==> src/rtl/mips_enc_if.sv <==
// Command bus carrying MIPS instruction field commands into mips_inst_encoder.
interface mips_enc_if;
    logic        cmd_valid;
    logic        cmd_ready;
    logic [4:0]  cmd_class;
    logic [4:0]  cmd_rs;
    logic [4:0]  cmd_rt;
    logic [4:0]  cmd_rd;
    logic [4:0]  cmd_shamt;
    logic [25:0] cmd_imm;
    logic        cmd_last;

    modport master (
        output cmd_valid, cmd_class, cmd_rs, cmd_rt, cmd_rd, cmd_shamt, cmd_imm, cmd_last,
        input  cmd_ready
    );
    modport slave (
        input  cmd_valid, cmd_class, cmd_rs, cmd_rt, cmd_rd, cmd_shamt, cmd_imm, cmd_last,
        output cmd_ready
    );
endinterface

==> src/rtl/mips_inst_encoder.sv <==
// Encodes instruction field commands into MIPS words, buffers them and writes them into imem.
// Optional ENC_CHECK_EN: reject class > 22 and raise a sticky err flag.
module mips_inst_encoder #(
    parameter int unsigned FIFO_DEPTH = 4,
    parameter int unsigned ADDR_W     = 10,
    parameter int unsigned BASE_ADDR  = 0
) (
    input  logic              clk,
    input  logic              rst,
    input  logic              start,
    mips_enc_if.slave         cmd,
    output logic              imem_we,
    output logic [ADDR_W-1:0] imem_addr,
    output logic [31:0]       imem_wdata,
    output logic              busy,
    output logic              done,
    output logic              err
);
    localparam int unsigned PTR_W = (FIFO_DEPTH > 1) ? $clog2(FIFO_DEPTH) : 1;
    localparam int unsigned CNT_W = PTR_W + 1;

    typedef enum logic [1:0] {IDLE, LOAD, DRAIN, DONE} state_e;

    state_e            state_q, state_d;
    logic [31:0]       mem_q [FIFO_DEPTH];
    logic [PTR_W-1:0]  wr_ptr_q, wr_ptr_d, rd_ptr_q, rd_ptr_d;
    logic [CNT_W-1:0]  count_q, count_d;
    logic [ADDR_W-1:0] ptr_q, ptr_d, imem_addr_q, imem_addr_d;
    logic [31:0]       imem_wdata_q, imem_wdata_d;
    logic              imem_we_q, imem_we_d, cmd_ready_q, cmd_ready_d;
    logic              busy_q, busy_d, done_q, done_d, err_q, err_d;

    logic [31:0]       enc_word_c;
    logic [14:0]       rregs_c;
    logic [25:0]       ibody_c;
    logic              accept_c, push_c, pop_c, bypass_c, store_c;

    assign rregs_c  = {cmd.cmd_rs, cmd.cmd_rt, cmd.cmd_rd};
    assign ibody_c  = {cmd.cmd_rs, cmd.cmd_rt, cmd.cmd_imm[15:0]};
    assign accept_c = cmd.cmd_valid & cmd_ready_q;

`ifdef ENC_CHECK_EN
    logic enc_legal_c;
    assign enc_legal_c = (cmd.cmd_class <= 5'd22);
    assign push_c      = accept_c & enc_legal_c;
`else
    assign push_c      = accept_c;
`endif

    // A word entering an empty buffer goes straight to the imem port for one-cycle latency.
    assign pop_c    = ((state_q == LOAD) || (state_q == DRAIN)) && (count_q != '0);
    assign bypass_c = push_c && (count_q == '0);
    assign store_c  = push_c && !bypass_c;

    // Field command to 32-bit instruction word.
    always_comb begin
        enc_word_c = 32'h0;
        case (cmd.cmd_class)
            5'd0:    enc_word_c = {6'h00, rregs_c, 5'd0, 6'h20};
            5'd1:    enc_word_c = {6'h00, rregs_c, 5'd0, 6'h22};
            5'd2:    enc_word_c = {6'h00, rregs_c, 5'd0, 6'h24};
            5'd3:    enc_word_c = {6'h00, rregs_c, 5'd0, 6'h25};
            5'd4:    enc_word_c = {6'h00, rregs_c, 5'd0, 6'h27};
            5'd5:    enc_word_c = {6'h00, rregs_c, 5'd0, 6'h2A};
            5'd6:    enc_word_c = {6'h00, rregs_c, cmd.cmd_shamt, 6'h00};
            5'd7:    enc_word_c = {6'h00, rregs_c, cmd.cmd_shamt, 6'h02};
            5'd8:    enc_word_c = {6'h00, rregs_c, cmd.cmd_shamt, 6'h03};
            5'd9:    enc_word_c = {6'h00, rregs_c, 5'd0, 6'h07};
            5'd10:   enc_word_c = {6'h00, cmd.cmd_rs, 10'd0, 5'd0, 6'h08};
            5'd11:   enc_word_c = {6'h08, ibody_c};
            5'd12:   enc_word_c = {6'h0C, ibody_c};
            5'd13:   enc_word_c = {6'h0D, ibody_c};
            5'd14:   enc_word_c = {6'h0A, ibody_c};
            5'd15:   enc_word_c = {6'h23, ibody_c};
            5'd16:   enc_word_c = {6'h2B, ibody_c};
            5'd17:   enc_word_c = {6'h21, ibody_c};
            5'd18:   enc_word_c = {6'h04, ibody_c};
            5'd19:   enc_word_c = {6'h05, ibody_c};
            5'd20:   enc_word_c = {6'h01, cmd.cmd_rs, 5'd0, cmd.cmd_imm[15:0]};
            5'd21:   enc_word_c = {6'h02, cmd.cmd_imm};
            5'd22:   enc_word_c = {6'h03, cmd.cmd_imm};
            default: enc_word_c = 32'h0;
        endcase
    end

    // Next-state, buffer bookkeeping and registered output values.
    always_comb begin
        state_d      = state_q;
        wr_ptr_d     = wr_ptr_q;
        rd_ptr_d     = rd_ptr_q;
        count_d      = count_q + CNT_W'(store_c) - CNT_W'(pop_c);
        ptr_d        = ptr_q;
        imem_addr_d  = imem_addr_q;
        imem_wdata_d = imem_wdata_q;
        imem_we_d    = pop_c | bypass_c;
        err_d        = err_q;

        if (pop_c) begin
            imem_wdata_d = mem_q[rd_ptr_q];
            rd_ptr_d     = rd_ptr_q + PTR_W'(1);
        end else if (bypass_c) begin
            imem_wdata_d = enc_word_c;
        end
        if (imem_we_d) begin
            imem_addr_d = ptr_q;
            ptr_d       = ptr_q + ADDR_W'(1);
        end
        if (store_c) begin
            wr_ptr_d = wr_ptr_q + PTR_W'(1);
        end
`ifdef ENC_CHECK_EN
        if (accept_c && !enc_legal_c) begin
            err_d = 1'b1;
        end
`endif

        case (state_q)
            IDLE: begin
                if (start) begin
                    state_d     = LOAD;
                    ptr_d       = ADDR_W'(BASE_ADDR);
                    imem_addr_d = ADDR_W'(BASE_ADDR);
                    err_d       = 1'b0;
                end
            end
            LOAD:    if (accept_c && cmd.cmd_last) state_d = DRAIN;
            DRAIN:   if (count_q == '0) state_d = DONE;
            DONE:    state_d = IDLE;
            default: state_d = IDLE;
        endcase

        cmd_ready_d = (state_d == LOAD) && (count_d < CNT_W'(FIFO_DEPTH));
        busy_d      = (state_d != IDLE);
        done_d      = (state_d == DONE);
    end

    always_ff @(posedge clk) begin
        if (rst) begin
            state_q      <= IDLE;
            wr_ptr_q     <= '0;
            rd_ptr_q     <= '0;
            count_q      <= '0;
            ptr_q        <= ADDR_W'(BASE_ADDR);
            imem_addr_q  <= ADDR_W'(BASE_ADDR);
            imem_wdata_q <= 32'h0;
            imem_we_q    <= 1'b0;
            cmd_ready_q  <= 1'b0;
            busy_q       <= 1'b0;
            done_q       <= 1'b0;
            err_q        <= 1'b0;
        end else begin
            state_q      <= state_d;
            wr_ptr_q     <= wr_ptr_d;
            rd_ptr_q     <= rd_ptr_d;
            count_q      <= count_d;
            ptr_q        <= ptr_d;
            imem_addr_q  <= imem_addr_d;
            imem_wdata_q <= imem_wdata_d;
            imem_we_q    <= imem_we_d;
            cmd_ready_q  <= cmd_ready_d;
            busy_q       <= busy_d;
            done_q       <= done_d;
            err_q        <= err_d;
        end
    end

    // Buffer storage needs no reset; occupancy is tracked by count_q.
    always_ff @(posedge clk) begin
        if (store_c) begin
            mem_q[wr_ptr_q] <= enc_word_c;
        end
    end

    assign cmd.cmd_ready = cmd_ready_q;
    assign imem_we       = imem_we_q;
    assign imem_addr     = imem_addr_q;
    assign imem_wdata    = imem_wdata_q;
    assign busy          = busy_q;
    assign done          = done_q;
    assign err           = err_q;
endmodule

==> src/flat_wrapper.sv <==
// flat-port wrapper written by rule: the top's interface ports become plain ports
module mips_inst_encoder_flat 
#(
    parameter int unsigned FIFO_DEPTH = 4,
    parameter int unsigned ADDR_W     = 10,
    parameter int unsigned BASE_ADDR  = 0
)
  (clk, rst, start, imem_we, imem_addr, imem_wdata, busy, done, err, cmd_cmd_valid, cmd_cmd_class, cmd_cmd_rs, cmd_cmd_rt, cmd_cmd_rd, cmd_cmd_shamt, cmd_cmd_imm, cmd_cmd_last, cmd_cmd_ready);
  mips_enc_if cmd_i ();
  input  logic clk;
  input  logic rst;
  input  logic start;
  output logic imem_we;
  output logic [ADDR_W-1:0] imem_addr;
  output logic [31:0] imem_wdata;
  output logic busy;
  output logic done;
  output logic err;
  input wire logic [$bits(cmd_i.cmd_valid)-1:0] cmd_cmd_valid;
  input wire logic [$bits(cmd_i.cmd_class)-1:0] cmd_cmd_class;
  input wire logic [$bits(cmd_i.cmd_rs)-1:0] cmd_cmd_rs;
  input wire logic [$bits(cmd_i.cmd_rt)-1:0] cmd_cmd_rt;
  input wire logic [$bits(cmd_i.cmd_rd)-1:0] cmd_cmd_rd;
  input wire logic [$bits(cmd_i.cmd_shamt)-1:0] cmd_cmd_shamt;
  input wire logic [$bits(cmd_i.cmd_imm)-1:0] cmd_cmd_imm;
  input wire logic [$bits(cmd_i.cmd_last)-1:0] cmd_cmd_last;
  output wire logic [$bits(cmd_i.cmd_ready)-1:0] cmd_cmd_ready;
  assign cmd_i.cmd_valid = cmd_cmd_valid;
  assign cmd_i.cmd_class = cmd_cmd_class;
  assign cmd_i.cmd_rs = cmd_cmd_rs;
  assign cmd_i.cmd_rt = cmd_cmd_rt;
  assign cmd_i.cmd_rd = cmd_cmd_rd;
  assign cmd_i.cmd_shamt = cmd_cmd_shamt;
  assign cmd_i.cmd_imm = cmd_cmd_imm;
  assign cmd_i.cmd_last = cmd_cmd_last;
  assign cmd_cmd_ready = cmd_i.cmd_ready;
  mips_inst_encoder #(.FIFO_DEPTH(FIFO_DEPTH), .ADDR_W(ADDR_W), .BASE_ADDR(BASE_ADDR)) u_core (.clk(clk), .rst(rst), .start(start), .cmd(cmd_i), .imem_we(imem_we), .imem_addr(imem_addr), .imem_wdata(imem_wdata), .busy(busy), .done(done), .err(err));
endmodule
==> config.mk <==
export PLATFORM = sky130hd
export DESIGN_NAME = mips_inst_encoder_flat
export DESIGN_NICKNAME = d
export VERILOG_FILES = /design/src/rtl/mips_enc_if.sv /design/src/rtl/mips_inst_encoder.sv /design/src/flat_wrapper.sv
export SDC_FILE = /design/constraint.sdc
export NUM_CORES = 1
export LEC_CHECK = 0
export ABC_CLOCK_PERIOD_IN_PS = 3600
export BUFFER_PORTS_ARGS = -buffer_cell sky130_fd_sc_hd__buf_2
export CORE_MARGIN = 2
export CORE_UTILIZATION = 60
export CTS_BUF_LIST = sky130_fd_sc_hd__clkbuf_4
export DETAILED_ROUTE_END_ITERATION = 6
export PLACE_DENSITY = 0.8
export SETUP_SLACK_MARGIN = 0.1
export SLEW_MARGIN = 20
export SYNTH_ARGS = -nofsm -noshare
export SYNTH_HDL_FRONTEND = slang
export SYNTH_SLANG_ARGS = --single-unit
==> constraint.sdc <==
create_clock -name clk -period 3.6 [get_ports clk]
set_input_delay 0.72 -clock clk [delete_from_list [all_inputs] [get_ports clk]]
set_output_delay 0.72 -clock clk [all_outputs]
set_load 0.01 [all_outputs]
==> flow_summary.yaml, run 1 <==
place:
  place.gp.congestion: 0.785
  port_buffers: 100
  pre_cts_slack_ns: 0.962
  post-dp-hpwl_mm: 10.8
route:
  drtIter0Drc: 538
  route.met2.wl_mm: 8.79
  vias: 5303
  routed_wl_mm: 17.1
  highest_layer: "met4"
  antenna_left: 0
  wl_met3_mm: 1.12
  wl_met1_mm: 6.84
  drtPass1Iterations: 7
  drc_errors: 0
  wl_per_cell_um: 19.4
  vias_per_cell: 6.04
timing:
  maxSlewHeadroom: 0.383
  finalMaxSlewViolations: 0
  setup_tns_ns: 0
  rsz0062_at_grt: "false"
  max_slew.worst_pin.slew_ns: 0.922
  fin_ws_ns: 0.961
  timing.final.crit_share: 0.733
  skew_ns: 0.0160
  whs_ns: 0.456
  hold_viol_final: 0
  period_needed_ns: 2.64
  setup_violations: 0
  timing.fmax_mhz: 379
cts:
  numCtsBuffers: 17
  root_buffer: "clkbuf_4"
  postCtsSetupRepairBufs: 0
  cts_hold_buf: 0
  clkSlewWorstSetupHoldPaths_ns: 0.14
  clk_path_buf_depth: 2
  clock_latency_ns: 0.58
  htreeDepth: 4
  cts_sinks: 190
  cts.repair.resized: 0
  cts_tree: "done"
synthesis:
  synth-edff-count: 124
  synth_top_family_by_area: "compound AO/OA/AOI/OAI gates"
  synth.area.top_cells: "edfxtp_1 46%, dfxtp_1 16%, mux4_2 8.6%, nand2_1 2.8%, a21oi_1 2.3%"
  synth.avg_cell_area_sq_um: 13.6
  syn-cell-area_sq_um: 8110
  async_flop_share: 0
  synth_fa_ha_area_frac: 0.0194
  yosysUniqueCellTypes: 70
  synth_compound_area_frac: 0.111
  netlist_top_cells_count: "124 x edfxtp_1, 66 x dfxtp_1, 61 x nand2_1"
  synth_ff_type: "edfxtp_1"
  yosys.area.top_type_share: 0.459
  yosysTopAreaCell: "edfxtp_1"
  syn_inst: 595
  synth_xor_area_frac: 0.0140
  muxShareOfSynthArea: 0.0911
  synth-seq-cells: 190
  ys_seq_area_frac: 0.622
  yosysWarnings: 0
  synth-simple-area-share: 0.102
  synth.most_common_cell: "edfxtp_1"
pwr:
  power_mw: 5.03
  sw_frac_of_total: 0.292
  internal_power_mw: 3.56
  power_frac_comb: 0.230
  p_sw_mw: 1.47
  seqPwrFrac: 0.528
  p_leak_nw: 3.24
  clkPwrFrac: 0.242
  irDropWorstVdd_mv: 0.226
  p_per_area_nw_per_um2: 560
setup_path:
  end_kind: "flip-flop"
  path_buf_inv: 3
  crit_top_cell: "ha_1"
  slowest_stage: "fa_1"
  critPathRequiredTime_ns: 4.05
  crit_family: "adder cells"
  cp_cell_sequence: "inv_1, ha_1, nand2_4, inv_4, ha_1, inv_1, ha_1, fa_1, xor2_1, xnor2_1, nor2b_1"
  critPathKind: "reg2reg"
  cp-start-kind: "flip-flop"
  crit_fanout: 25
  critPathMaxStageDelay_ns: 0.40
  arrival_ns: 3.09
global_route:
  antenna_found_initial: 1
  grt_overflow: 0
  first_global_vias: 5045
  track_usage: 0.240
  grt_pass1_wl_mm: 26.1
  grt_max_degree: 32
final_layout:
  area_delta_synth_final_pct: 10.6
  final_util: 0.678
  final_nets: 756
  layout-drive-gt1-share: 0.277
floorplan:
  die_w_um: 120
  initial_core_util: 0.613
  die_h_um: 120
  std_cell_rows: 42
  die-area_sq_um: 14500
  ios: 103
  coreArea_sq_um: 13200
hold_path:
  hold_class: "reg2reg"
status:
  status: "finished, final reports clean"
job:
  drv_cap: 0
==> state kept, by name (all words and copies together) (netlist names), named ones only <==
register,cells
u_core.busy,1
u_core.cmd.cmd_ready,1
u_core.count_q,3
u_core.done,1
u_core.imem_addr,10
u_core.imem_wdata,31
u_core.imem_we,1
u_core.mem_q,124
u_core.ptr_q,10
u_core.rd_ptr_q,2
u_core.state_q,2
u_core.wr_ptr_q,2
==> logic make-up (layout without fill, tap and decap cells) <==
logic type | Yosys count | after routing
adders and majority gates | 12 | 12
buffers and inverters | 53 | 158
other | 1 | 3
and+or+nand+nor | 161 | 161
AOI/OAI and AO/OA | 130 | 130
muxes | 35 | 35
DFF | 190 | 190
xor gates and xnor gates | 13 | 13
==> power by group through the flow <==
| stage | sequential [mW] | combinational (mW) | clock (mW) |
|---|---|---|---|
| final | 2.65 | 1.16 | 1.21 |
| after global routing | 2.67 | 1.26 | 1.31 |
| after CTS | 2.65 | 1.16 | 1.22 |
| after detailed placement | 2.70 | 1.15 | 0 |
| after global placement | 2.69 | 1.12 | 0 |
| after floorplan | 2.70 | 0.814 | 0 |
==> layout make-up <==
class | count | area, sq um
antenna | 1 | 2.50
clock buffer | 18 | 135
clock inverter | 14 | 173
fill | 957 | 4270
inverter | 14 | 55.1
multi-input combinational | 353 | 2750
sequential | 190 | 5050
tap | 176 | 220
timing repair buffer | 112 | 591
==> metal layers <==
| layer | track usage | up-vias |
|---|---|---|
| met3 | 0.0500 | 28 |
| met5 | 0 | - |
| met2 | 0.417 | 207 |
| met4 | 0.0807 | 0 |
| li1 | - | 2438 |
| met1 | 0.303 | 2630 |
==> cell usage in the layout (no fill, tap or decap), types with 3 or more instances in the layout <==
cell type  instances
a211oi_1           3
a21oi_1           38
a22o_1            15
a22o_2             5
a22oi_1           15
and2_1             5
and3_1             3
buf_2            100
buf_4             12
bufinv_16          4
clkbuf_4          18
clkinv_1           4
clkinv_2           4
dfxtp_1           65
edfxtp_1         124
ha_1              11
inv_1             13
mux4_2            31
nand2_1           61
nand2b_1           7
nand3_1            7
nand3b_1           3
nand4_1            7
nor2_1            39
nor2b_1            5
nor3_1             4
nor3b_1            4
o21ai_0           22
o22ai_1            8
o32ai_1            3
xnor2_1            4
xor2_1             9
==> worst register-to-register path, stage by stage (launching register included) <==
cell	delay (ns)
dfxtp_1	0.39
inv_1	0.10
ha_1	0.35
nand2_4	0.14
inv_4	0.15
ha_1	0.32
inv_1	0.04
ha_1	0.19
fa_1	0.40
xor2_1	0.16
xnor2_1	0.14
nor2b_1	0.14
==> worst paths after layout <==
check,startpoint,endpoint,slack [ns],cells past startpoint
worst max register to register,u_core.state_q[0],u_core.count_q[2],0.96,11
worst min register to register,u_core.imem_addr[2],u_core.imem_addr[2],0.46,2
worst min-delay path,u_core.imem_addr[2],u_core.imem_addr[2],0.46,2
worst max-delay path,u_core.state_q[0],u_core.count_q[2],0.96,11
==> metrics by stage <==
stage,area (sq um),cells
after floorplan,8120,596
after global placement,8660,845
after detailed placement,8660,845
after CTS,8970,877
after global routing,8970,878
final,8970,878
Note: power is estimated with default switching activity, not from simulation.
==> inputs of run 2 (changes only) <==
- ABC_AREA: default -> 1
- ABC_CLOCK_PERIOD_IN_PS: 3600 -> 2710
- clock period: 3.6 -> 2.71 ns (I/O delays scaled with it)
==> run 2 against run 1 <==
Compared with the run above: hold slack worse by 0.16 ns; fmax up 9.9%; total power up 22%; synthesized cell count up 81%; combinational power up 13%; non-clock buffer count up 11; clock power up 21%; largest cell class unchanged.
==> flow_summary.yaml, run 2 <==
hold_path:
  hold_depth: 2
  worst_hold_startpoint: "rst"
  min_to: "u_core.state_q[1]"
  hold_class: "in2reg"
cts:
  cts_hold_buf: 0
  clk_path_buf_depth: 2
  root_buffer: "clkbuf_4"
  clkSlewWorstSetupHoldPaths_ns: 0.15
  postCtsSetupRepairBufs: 0
  cts_sinks: 190
  clock_latency_ns: 0.57
  cts_tree: "done"
  htreeDepth: 4
  cts.repair.resized: 0
  numCtsBuffers: 17
setup_path:
  critPathRequiredTime_ns: 3.22
  cp-start-kind: "flip-flop"
  rr_endpoint: "u_core.count_q[2]"
  r2r_setup_slack_ns: 0.31
  reg2regPathDepth: 12
  arrival_ns: 2.91
  critPathKind: "reg2reg"
  crit_fanout: 4
  end_kind: "flip-flop"
  rr_startpoint: "u_core.state_q[0]"
timing:
  period_needed_ns: 2.40
  rsz0062_at_grt: "false"
  finalMaxSlewViolations: 0
  max_slew.worst_pin.slew_ns: 0.860
  setup_violations: 0
  maxSlewHeadroom: 0.426
  hold_viol_final: 0
  setup_tns_ns: 0
  timing.fmax_mhz: 417
  fin_ws_ns: 0.310
  skew_ns: 0.0238
  timing.final.crit_share: 0.886
pwr:
  sw_frac_of_total: 0.307
  p_sw_mw: 1.88
  power_frac_comb: 0.214
  irDropWorstVdd_mv: 0.514
  p_leak_nw: 4.45
  seqPwrFrac: 0.548
  p_per_area_nw_per_um2: 611
  internal_power_mw: 4.23
  clkPwrFrac: 0.239
synthesis:
  yosysUniqueCellTypes: 36
  synth.avg_cell_area_sq_um: 8.40
  async_flop_share: 0
  netlist_top_cells_count: "266 x nand2_1, 193 x nor2_1, 124 x edfxtp_1"
  ys_seq_area_frac: 0.557
  syn-cell-area_sq_um: 9060
  synth-edff-count: 124
  yosysTopAreaCell: "edfxtp_1"
  synth_ff_type: "edfxtp_1"
  synth.area.top_cells: "edfxtp_1 41%, dfxtp_1 15%, nand2_1 11%, nor2_1 8.0%, o21ai_0 4.3%"
  synth-seq-cells: 190
  yosys.area.top_type_share: 0.411
  syn_inst: 1078
  yosysWarnings: 0
  synth.most_common_cell: "nand2_1"
final_layout:
  area_delta_synth_final_pct: 10.4
  layout_common_cells: "266 x nand2_1, 189 x nor2_1, 124 x edfxtp_1"
  final_common_cell: "nand2_1"
  final_util: 0.683
  layout-drive-gt1-share: 0.153
  largest_register: "u_core.mem_q"
  fin_area_sq_um: 9990
  final_nets: 1231
  largest_reg_flops: 124
  fin_cells: 1361
  nFillCells: 1169
floorplan:
  initial_core_util: 0.618
  std_cell_rows: 44
  die_h_um: 127
  ios: 103
  die-area_sq_um: 16100
  die_w_um: 127
  coreArea_sq_um: 14600
job:
  drv_cap: 0
route:
  wl_per_cell_um: 15.5
  vias: 7713
  drtPass1Iterations: 5
  routed_wl_mm: 21.1
  drtIter0Drc: 785
  vias_per_cell: 5.67
  drc_errors: 0
  antenna_left: 0
global_route:
  grt_overflow: 0
  grt_pass1_wl_mm: 33.9
  first_global_vias: 7037
  antenna_found_initial: 1
  grt_max_degree: 63
  track_usage: 0.268
status:
  status: "finished, final reports clean"
place:
  post-dp-hpwl_mm: 13.3
  dpl-instance-area_sq_um: 9730
  placed_cells: 1328
  place.gp.congestion: 1.03
  pre_cts_slack_ns: 0.205
  port_buffers: 100
[run 2: worst max-delay path by stage]
stage | from | to | cells after the start
global route | u_core.state_q[0] | u_core.count_q[2] | 12
CTS | u_core.state_q[0] | u_core.count_q[2] | 12
finish | u_core.state_q[0] | u_core.count_q[2] | 12
global placement | cmd_cmd_class[0] | u_core.mem_q[2][16] | 10
detailed placement | cmd_cmd_class[0] | u_core.mem_q[3][16] | 10
floorplan | cmd_cmd_valid | u_core.mem_q[0][0] | 4
[run 2: kinds of logic after synthesis]
kind of cell | count (synthesis) | synth area share
buffers and inverters | 128 | 0.0560
XOR/XNOR | 6 | 0.00580
AND/OR/NAND/NOR | 591 | 0.272
adder cells (fa/ha/maj) | 12 | 0.0174
flip-flops | 190 | 0.557
AO/OA/AOI/OAI | 150 | 0.0910
other | 1 | 0.000414
[run 2: critical path, cell delays in order, from the launching register on]
cell and delay, ns:
dfxtp_1 0.40, inv_1 0.10, ha_1 0.31, nand2_2 0.08, inv_2 0.04, ha_1 0.26, inv_1 0.04, ha_1 0.19
fa_1 0.40, xnor2_1 0.17, xor2_1 0.21, inv_1 0.06, nor2_1 0.07
[run 2: per-layer routing]
layer  GRT usage  wire length [um]  up-vias  share of wire
met5           0                 0        -              0
met4      0.0911               415        0          0.020
met3      0.0519              1920       44          0.091
met2       0.434              9950      371           0.47
met1       0.366              8820     3510           0.42
li1            -                 -     3788              -
[run 2: power by group through the flow]
stage,clock network (mW),registers (mW),logic [mW]
after global placement,0,3.41,1.26
after detailed placement,0,3.41,1.29
after floorplan,0,3.45,0.822
after CTS,1.48,3.35,1.29
final,1.46,3.35,1.31
after global routing,1.57,3.37,1.46
[run 2: cell type report]
cell class              instances  area (sq um)  area share
repair buffers                123           673      0.0674
well taps                     184           230      0.0230
diodes                          1          2.50    0.000250
clock inverters                13           119      0.0119
multi-input cells             761          3520       0.352
clock buffers                  19           143      0.0143
inverters                      70           263      0.0263
flip-flops and latches        190          5050       0.505
[run 2: metrics by stage]
stage	hold slack [ns]	power [mW]
after floorplan	0.436	4.28
final	0.298	6.11
after global placement	0.431	4.67
after detailed placement	0.434	4.70
after global routing	0.273	6.40
after CTS	0.270	6.12
==> inputs of run 3 (changes only) <==
- ABC_CLOCK_PERIOD_IN_PS: 2710 -> 2800
- clock period: 2.71 -> 2.8 ns (I/O delays scaled with it)
==> run 3 against run 2 <==
Compared with the run above: routed wire length up 0.99%; via count down 0.52%; count of clock-buffer cells in the layout down 2; clock skew down 0.0033 ns; sequential power down 3%; critical path depth unchanged; non-clock buffer count down 2; hold slack worse by 0.0079 ns; utilization up 0.26 points; critical path type unchanged; critical endpoint unchanged.
==> flow_summary.yaml, run 3 (synthesized netlist as in run 2, its figures left out) <==
status:
  status: "finished, final reports clean"
timing:
  rsz0062_at_grt: "false"
  finalMaxSlewViolations: 0
  maxSlewHeadroom: 0.336
  period_needed_ns: 2.37
  setup_violations: 0
  hold_viol_final: 0
  max_slew.worst_pin.slew_ns: 0.995
  timing.fmax_mhz: 421
  skew_ns: 0.0204
  timing.final.crit_share: 0.848
  setup_tns_ns: 0
global_route:
  grt_pass1_wl_mm: 35.1
  antenna_found_initial: 0
  first_global_vias: 7179
  grt_overflow: 0
  track_usage: 0.275
  grt_max_degree: 63
final_layout:
  layout-drive-gt1-share: 0.151
  nFillCells: 1175
  final_common_cell: "nand2_1"
  antenna_cells: 0
  area_delta_synth_final_pct: 10.8
  largest_reg_flops: 124
  layout_common_cells: "266 x nand2_1, 189 x nor2_1, 124 x edfxtp_1"
  final_nets: 1229
  final_util: 0.685
  largest_register: "u_core.mem_q"
pwr:
  power_mw: 5.91
  p_per_area_nw_per_um2: 589
  irDropWorstVdd_mv: 0.302
  p_leak_nw: 4.42
cts:
  postCtsSetupRepairBufs: 0
  root_buffer: "clkbuf_4"
  clock_latency_ns: 0.59
  cts_hold_buf: 0
  htreeDepth: 4
  clkSlewWorstSetupHoldPaths_ns: 0.16
  clk_path_buf_depth: 2
  numCtsBuffers: 17
  cts.repair.resized: 0
  cts_sinks: 190
  cts_tree: "done"
floorplan:
  die-area_sq_um: 16100
  std_cell_rows: 44
  die_h_um: 127
  ios: 103
  die_w_um: 127
  initial_core_util: 0.618
  coreArea_sq_um: 14600
setup_path:
  arrival_ns: 2.92
  critPathRequiredTime_ns: 3.35
  critPathKind: "reg2reg"
  rr_endpoint: "u_core.count_q[2]"
  startpoint: "u_core.state_q[0]"
  rr_startpoint: "u_core.state_q[0]"
  end_kind: "flip-flop"
  path_buf_inv: 4
  worst-path-stages: 12
  crit_family: "adder cells"
  reg2regPathDepth: 12
  cp-start-kind: "flip-flop"
  cp-endpoint: "u_core.count_q[2]"
  critPathMaxStageDelay_ns: 0.41
  crit_fanout: 4
  r2r_setup_slack_ns: 0.43
  cp_cell_sequence: "inv_1, ha_1, nand2_2, inv_2, ha_1, inv_1, ha_1, fa_1, xnor2_1, xor2_1, inv_1, nor2_1"
  slowest_stage: "fa_1"
route:
  wl_per_cell_um: 15.7
  vias: 7673
  vias_per_cell: 5.65
  drtPass1Iterations: 5
  drc_errors: 0
  routed_wl_mm: 21.3
  antenna_left: 0
  drtIter0Drc: 762
hold_path:
  worst_hold_startpoint: "rst"
  hold_class: "in2reg"
place:
  place.gp.congestion: 0.946
  port_buffers: 100
  post-dp-hpwl_mm: 13.5
job:
  drv_cap: 0
[run 3: report_power, final]
group          internal (mW)  total [mW]  leakage, nW  switching (mW)
clock network          0.450        1.40        0.127           0.952
logic                  0.395        1.27         2.63           0.874
registers               3.17        3.24         1.67          0.0727
[run 3: cell type report]
type / instances / area (sq um) / share of cell area
flip-flops and latches: 190 / 5050 / 0.503
multi-input cells: 761 / 3520 / 0.351
repair buffers: 121 / 708 / 0.0706
inverters: 70 / 263 / 0.0262
well taps: 184 / 230 / 0.0229
clock inverters: 15 / 139 / 0.0138
clock buffers: 17 / 128 / 0.0127
[run 3: stage by stage]
stage               hold WS, ns  std cells  cell area [sq um]  setup slack [ns]
floorplan                 0.436       1079               9060             0.128
global placement          0.432       1326               9770             0.480
detailed placement        0.434       1326               9770             0.406
CTS                       0.272       1358              10000             0.406
global route              0.277       1358              10000             0.218
finish                    0.290       1358              10000             0.426
[run 3: worst min-delay path by stage]
stage	end	slack, ns	cells past startpoint
3_3_place_gp	u_core.imem_wdata[6]	0.43	2
5_1_grt	u_core.count_q[1]	0.28	2
2_1_floorplan	flip-flop	0.44	2
6_report	u_core.count_q[0]	0.29	2
3_5_place_dp	u_core.imem_wdata[6]	0.43	2
4_1_cts	u_core.count_q[0]	0.27	2
[run 3: metal layers]
layer,track usage,share of wire
met1,0.372,0.43
met2,0.452,0.47
met3,0.0485,0.080
met4,0.0970,0.024
met5,0,0
